`config.mk`:
```
export PLATFORM = sky130hd
export DESIGN_NAME = tff_bank_flat
export DESIGN_NICKNAME = d
export VERILOG_FILES = /design/src/rtl/tff_pkg.sv /design/src/rtl/tff_bank_if.sv /design/src/rtl/tff_cell.sv /design/src/rtl/tff_bank.sv /design/src/flat_wrapper.sv
export SDC_FILE = /design/constraint.sdc
export NUM_CORES = 1
export LEC_CHECK = 0
export ABC_AREA = 1
export CORE_MARGIN = 1.5
export CORE_UTILIZATION = 45
export CTS_BUF_LIST = sky130_fd_sc_hd__clkbuf_8
export DETAILED_ROUTE_END_ITERATION = 8
export PLACE_DENSITY = 0.88
export SLEW_MARGIN = 15
export SYNTH_ARGS = -nofsm -noshare
export SYNTH_HDL_FRONTEND = slang
export SYNTH_SLANG_ARGS = --single-unit
export TNS_END_PERCENT = 1
```
`constraint.sdc`:
```
create_clock -name clk -period 3.9 [get_ports clk]
set_input_delay 0.975 -clock clk [delete_from_list [all_inputs] [get_ports clk]]
set_output_delay 0.975 -clock clk [all_outputs]
set_load 0.005 [all_outputs]
```
`src/rtl/tff_pkg.sv`:
```
// Shared mode encoding for the T flip-flop bank.
package tff_pkg;

    typedef logic [1:0] mode_t;

    localparam mode_t MODE_HOLD   = 2'b00;
    localparam mode_t MODE_TOGGLE = 2'b01;
    localparam mode_t MODE_UP     = 2'b10;
    localparam mode_t MODE_DOWN   = 2'b11;

endpackage

```
`src/rtl/tff_bank_if.sv`:
```
// Control/status bundle of tff_bank; the bank itself is the slave.
interface tff_bank_if
    import tff_pkg::*;
#(
    parameter int unsigned WIDTH = 8
);
    logic             en;
    mode_t            mode;
    logic [WIDTH-1:0] t;
    logic             load;
    logic [WIDTH-1:0] d;
    logic [WIDTH-1:0] q;
    logic             tc;
    logic             wrap;

    modport master (
        output en, mode, t, load, d,
        input  q, tc, wrap
    );

    modport slave (
        input  en, mode, t, load, d,
        output q, tc, wrap
    );
endinterface

```
`src/rtl/tff_cell.sv`:
```
// Single T flip-flop with asynchronous active-low reset and synchronous load.
module tff_cell (
    input  logic clk,
    input  logic rst_n,
    input  logic tog,
    input  logic ld,
    input  logic d,
    input  logic rst_val,
    output logic q
);
    logic q_d, q_q;

    always_comb begin
        q_d = q_q;
        if (ld) begin
            q_d = d;
        end else if (tog) begin
            q_d = ~q_q;
        end
    end

    always_ff @(posedge clk or negedge rst_n) begin
        if (!rst_n) begin
            q_q <= rst_val;
        end else begin
            q_q <= q_d;
        end
    end

    assign q = q_q;
endmodule

```
`src/rtl/tff_bank.sv`:
```
// WIDTH-bit bank of T cells: independent toggle bits or up/down counter via carry/borrow chain.
// Define TFF_BANK_SAT_EN to make the count modes saturate at terminal count instead of wrapping.
module tff_bank
    import tff_pkg::*;
#(
    parameter int unsigned      WIDTH   = 8,
    parameter logic [WIDTH-1:0] RST_VAL = '0
) (
    input logic       clk,
    input logic       rst_n,
    tff_bank_if.slave bus
);
    logic [WIDTH-1:0] q;
    logic [WIDTH-1:0] carry;
    logic [WIDTH-1:0] borrow;
    logic [WIDTH-1:0] chain;
    logic [WIDTH-1:0] tog;
    logic             is_toggle, is_up, is_down;
    logic             count_step, tc, sat_hold;
    logic             wrap_d, wrap_q;

    always_comb begin
        is_toggle = 1'b0;
        is_up     = 1'b0;
        is_down   = 1'b0;
        case (bus.mode)
            MODE_TOGGLE: is_toggle = 1'b1;
            MODE_UP:     is_up     = 1'b1;
            MODE_DOWN:   is_down   = 1'b1;
            default:     ;
        endcase
    end

    // Running accumulators keep the chain free of vector self-dependency.
    always_comb begin
        logic c_acc;
        logic b_acc;
        c_acc = 1'b1;
        b_acc = 1'b1;
        for (int i = 0; i < WIDTH; i++) begin
            carry[i]  = c_acc;
            borrow[i] = b_acc;
            c_acc     = c_acc & q[i];
            b_acc     = b_acc & ~q[i];
        end
    end

    always_comb begin
        tc         = (is_up & (&q)) | (is_down & ~(|q));
        count_step = bus.en & (is_up | is_down);
`ifdef TFF_BANK_SAT_EN
        sat_hold   = tc;
        wrap_d     = 1'b0;
`else
        sat_hold   = 1'b0;
        wrap_d     = ~bus.load & count_step & tc;
`endif
        chain      = is_up ? carry : (is_down ? borrow : '0);
        tog        = {WIDTH{bus.en}} &
                     (({WIDTH{is_toggle}} & bus.t) | ({WIDTH{count_step & ~sat_hold}} & chain));
    end

    for (genvar i = 0; i < WIDTH; i++) begin : g_cell
        tff_cell u_cell (
            .clk     (clk),
            .rst_n   (rst_n),
            .tog     (tog[i]),
            .ld      (bus.load),
            .d       (bus.d[i]),
            .rst_val (RST_VAL[i]),
            .q       (q[i])
        );
    end

    always_ff @(posedge clk or negedge rst_n) begin
        if (!rst_n) begin
            wrap_q <= 1'b0;
        end else begin
            wrap_q <= wrap_d;
        end
    end

    assign bus.q    = q;
    assign bus.tc   = tc;
    assign bus.wrap = wrap_q;
endmodule
```
`src/flat_wrapper.sv`:
```
// flat-port wrapper written by rule: the top's interface ports become plain ports
module tff_bank_flat import tff_pkg::*;
#(
    parameter int unsigned      WIDTH   = 8,
    parameter logic [WIDTH-1:0] RST_VAL = '0
)
  (clk, rst_n, bus_en, bus_mode, bus_t, bus_load, bus_d, bus_q, bus_tc, bus_wrap);
  tff_bank_if #(.WIDTH(WIDTH)) bus_i ();
  input logic clk;
  input logic rst_n;
  input wire logic [$bits(bus_i.en)-1:0] bus_en;
  input wire logic [$bits(bus_i.mode)-1:0] bus_mode;
  input wire logic [$bits(bus_i.t)-1:0] bus_t;
  input wire logic [$bits(bus_i.load)-1:0] bus_load;
  input wire logic [$bits(bus_i.d)-1:0] bus_d;
  output wire logic [$bits(bus_i.q)-1:0] bus_q;
  output wire logic [$bits(bus_i.tc)-1:0] bus_tc;
  output wire logic [$bits(bus_i.wrap)-1:0] bus_wrap;
  assign bus_i.en = bus_en;
  assign bus_i.mode = bus_mode;
  assign bus_i.t = bus_t;
  assign bus_i.load = bus_load;
  assign bus_i.d = bus_d;
  assign bus_q = bus_i.q;
  assign bus_tc = bus_i.tc;
  assign bus_wrap = bus_i.wrap;
  tff_bank #(.WIDTH(WIDTH), .RST_VAL(RST_VAL)) u_core (.clk(clk), .rst_n(rst_n), .bus(bus_i));
endmodule
```
==> metrics.txt <==
mean area per synthesized cell=6.54 sq um; library cell with the highest instance count after synthesis=sky130_fd_sc_hd__nand2_1; Mapped Cells=127; Max Fanout on Critical Path=6; post-CTS setup repair buffer count=0; antenna diode instance count=0; dpl ws=0.247 ns; largest net degree at the start of global routing=13; commonest cells in the netlist=sky130_fd_sc_hd__nand2_1, sky130_fd_sc_hd__buf_4, sky130_fd_sc_hd__dfrtp_1, sky130_fd_sc_hd__inv_1; Peak supply drop=168 uV; final HPWL from detailed placement=1680 microns; Synth Cell Area=831 sq um; largest area contributor in the netlist=sky130_fd_sc_hd__dfrtp_1; combinational family with the most area after synthesis=simple AND/OR/NAND/NOR gates; EDFF count, synth=0; worst path arrival time=2.68 ns; type of element launching the critical path=input port; register bit total from synthesis=9; clock period minus worst slack=3.66 ns; leakage power total=0.520 nW; commonest register cell after synthesis=sky130_fd_sc_hd__dfrtp_1; Synth top area share=27.1%; number of levels in the clock H-tree=1; setup slack of the critical path after layout=0.241 ns; effective utilization at floorplan=48.1%; utilization of the core after routing=65.9%; number of DRC violations after detailed routing=0; Layout Area Growth over Synthesis=36.9%; data required time of the critical path=2.92 ns; parity-gate share of the synthesized area counting xor and xnor cells=3.16%; post-detailed-route via-to-cell ratio=5.18; clock buffer depth=2; post-synthesis share of cell area spent on full adders, half adders and majority gates=0%; grt ovf=0; worst-path cell chain=clkdlybuf4s50_1 > nand2_2 > nor2_2 > nand4_1 > o22ai_2 > clkdlybuf4s50_1; count of buffers inserted at the top-level ports=31; first-pass GRT wire length=3490 microns; total CTS buffers=3; unrepaired setup endpoints after global routing=false; count of warnings emitted by yosys=0; power density of the placed cells=296 nW/um^2; number of setup violations in the final report=0; category of cells accounting for the largest share of critical-path delay=buffers and inverters; vias in the first global route=847; Total Power=0.336 mW; clock insertion delay at the later pin of the skew report=0.24 ns; Clock Sinks=9; worst clock skew=0.000502 ns; area fraction in compound gates after synthesis=15.4%; worst slew pin tran=0.442 ns; register area share after synthesis=27.1%; vertical extent of the die=46.0 microns; FFs w/ async S/R, synth=100%; root buffer cell=sky130_fd_sc_hd__clkbuf_8; Fin. Hold Viols=0; core region area=1730 sq um; endpoint type of the worst setup path=output pin; longest individual stage delay on the worst path=0.63 ns; share of cells above drive strength 1=13.2%; number of distinct standard cells referenced by the synthesized netlist=25; hold crit path type=flip-flop to flip-flop; run status=complete, no violations; post-CTS clock slew at the launch and capture registers of the worst setup and hold paths=0.04 ns; worst relative slew slack=70.5%; antenna violations before repair=0; post-detailed-routing wire length=2240 microns; routability congestion estimate from global placement=0.897; Peak Freq=0.273 GHz; type of the worst setup path=input port to output pin; DR WL/cell=12.8 microns; via total after detailed routing=912; Total Neg Setup Slack=0 ns; slowest library cell on the worst path=sky130_fd_sc_hd__clkdlybuf4s50_1; num rows=15; width of the die=46.0 microns; count of hold-fix buffers inserted at cts=0; first-iteration detailed-routing DRC count=26; number of top-level design ports=32; TritonCTS clock tree=built; maxcap violations=0; area of the die=2110 sq um; part of the cycle the worst path needs=93.8%; most frequent cell on the critical path=sky130_fd_sc_hd__clkdlybuf4s50_1; gr usage total=23.1%; Synthesized Nets=149; top post-synthesis cells by area=sky130_fd_sc_hd__dfrtp_1, sky130_fd_sc_hd__nand2_1, sky130_fd_sc_hd__buf_4, sky130_fd_sc_hd__a21oi_1, sky130_fd_sc_hd__nand3_1; count of buffering cells on the critical path with inverters included=2; DRT antenna net count=0; total number of nets in the final design=174; post-cts gate resize count=0; length of the first detailed-routing pass in iterations=4; multiplexer area fraction after synthesis=0%; simple logic cell fraction of the synthesized area=38.4%; fin. max-slew vios=0
metrics by stage:
stage,hold WS [ns],instance area [sq um],std cells
after floorplan,0.550,831,127
after global placement,0.581,1090,172
after detailed placement,0.585,1090,172
after CTS,0.595,1140,176
after global routing,0.641,1140,176
final,0.597,1140,176
power breakdown:
part / switching (mW) / leakage (nW) / internal, mW / total [mW]
Sequential: 0.0159 / 0.109 / 0.104 / 0.120
Combinational: 0.0512 / 0.385 / 0.0561 / 0.107
Clock: 0.0403 / 0.0269 / 0.0688 / 0.109
Total: 0.107 / 0.520 / 0.229 / 0.336
metal layers:
layer | wire [microns] | vias to the layer above | GRT usage [%]
li1 | - | 448 | -
met1 | 952 | 427 | 27.5
met2 | 1170 | 32 | 40.0
met3 | 77 | 5 | 2.38
met4 | 47 | 0 | 12.0
met5 | 0 | - | 0
cell families (layout without fill, tap and decap cells):
group                  count (synthesis)  after routing
AND/OR/NAND/NOR                       69             69
buffers and inverters                 24             48
AO/OA/AOI/OAI                         22             22
flip-flops                             9              9
XOR/XNOR                               3              3
area by class of cell:
| cell class | count | area, sq um |
|---|---|---|
| Fill cell | 148 | 589 |
| Multi-Input combinational cell | 94 | 473 |
| Timing Repair Buffer | 32 | 318 |
| Sequential cell | 9 | 225 |
| Inverter | 12 | 45.0 |
| Clock buffer | 3 | 41.3 |
| Tap cell | 25 | 31.3 |
| Clock inverter | 1 | 3.75 |
sequential cells by signal (all words and copies together), names as in the netlist:
signal	count
u_core.bus.wrap	1
u_core.g_cell.u_cell.q	8
worst register-to-register path: cells and delay by family, from the launching register on:
kind          cells  cell delay [ns]
flops             1             0.44
simple gates     10             0.99
placed cells by master (no fill, tap or decap), types with 2 or more instances in the layout:
cell | synthesis | layout
sky130_fd_sc_hd__nor2_4 | 2 | 2
sky130_fd_sc_hd__clkbuf_8 | 0 | 3
sky130_fd_sc_hd__clkdlybuf4s50_1 | 0 | 31
sky130_fd_sc_hd__o21ai_1 | 5 | 5
sky130_fd_sc_hd__nor2_2 | 2 | 2
sky130_fd_sc_hd__nor2_1 | 6 | 6
sky130_fd_sc_hd__nand3_1 | 8 | 8
sky130_fd_sc_hd__inv_2 | 3 | 3
sky130_fd_sc_hd__inv_1 | 9 | 10
sky130_fd_sc_hd__o21ai_0 | 4 | 4
sky130_fd_sc_hd__dfrtp_1 | 9 | 9
sky130_fd_sc_hd__a31oi_1 | 2 | 2
sky130_fd_sc_hd__nand2_1 | 43 | 43
sky130_fd_sc_hd__a21oi_1 | 8 | 8
sky130_fd_sc_hd__o21ai_2 | 2 | 2
sky130_fd_sc_hd__xor2_1 | 2 | 2
sky130_fd_sc_hd__nand2_2 | 4 | 4
final timing paths:
kind | startpoint | to | slack (ns) | cells after the start
worst max register to register | u_core.g_cell[0].u_cell.q$_DFFE_PN0P_ | u_core.g_cell[7].u_cell.q$_DFFE_PN0P_ | 2.36 | 10
worst min-delay path | u_core.g_cell[3].u_cell.q$_DFFE_PN0P_ | u_core.g_cell[3].u_cell.q$_DFFE_PN0P_ | 0.60 | 2
min in group asynchronous | rst_n | u_core.g_cell[4].u_cell.q$_DFFE_PN0P_ | 1.05 | 1
worst min register to register | u_core.g_cell[3].u_cell.q$_DFFE_PN0P_ | u_core.g_cell[3].u_cell.q$_DFFE_PN0P_ | 0.60 | 2
worst max-delay path | bus_mode[1] | bus_tc | 0.24 | 6
max in group asynchronous | rst_n | u_core.g_cell[1].u_cell.q$_DFFE_PN0P_ | 2.55 | 1
No activity file was read; power rests on OpenSTA's default activity.
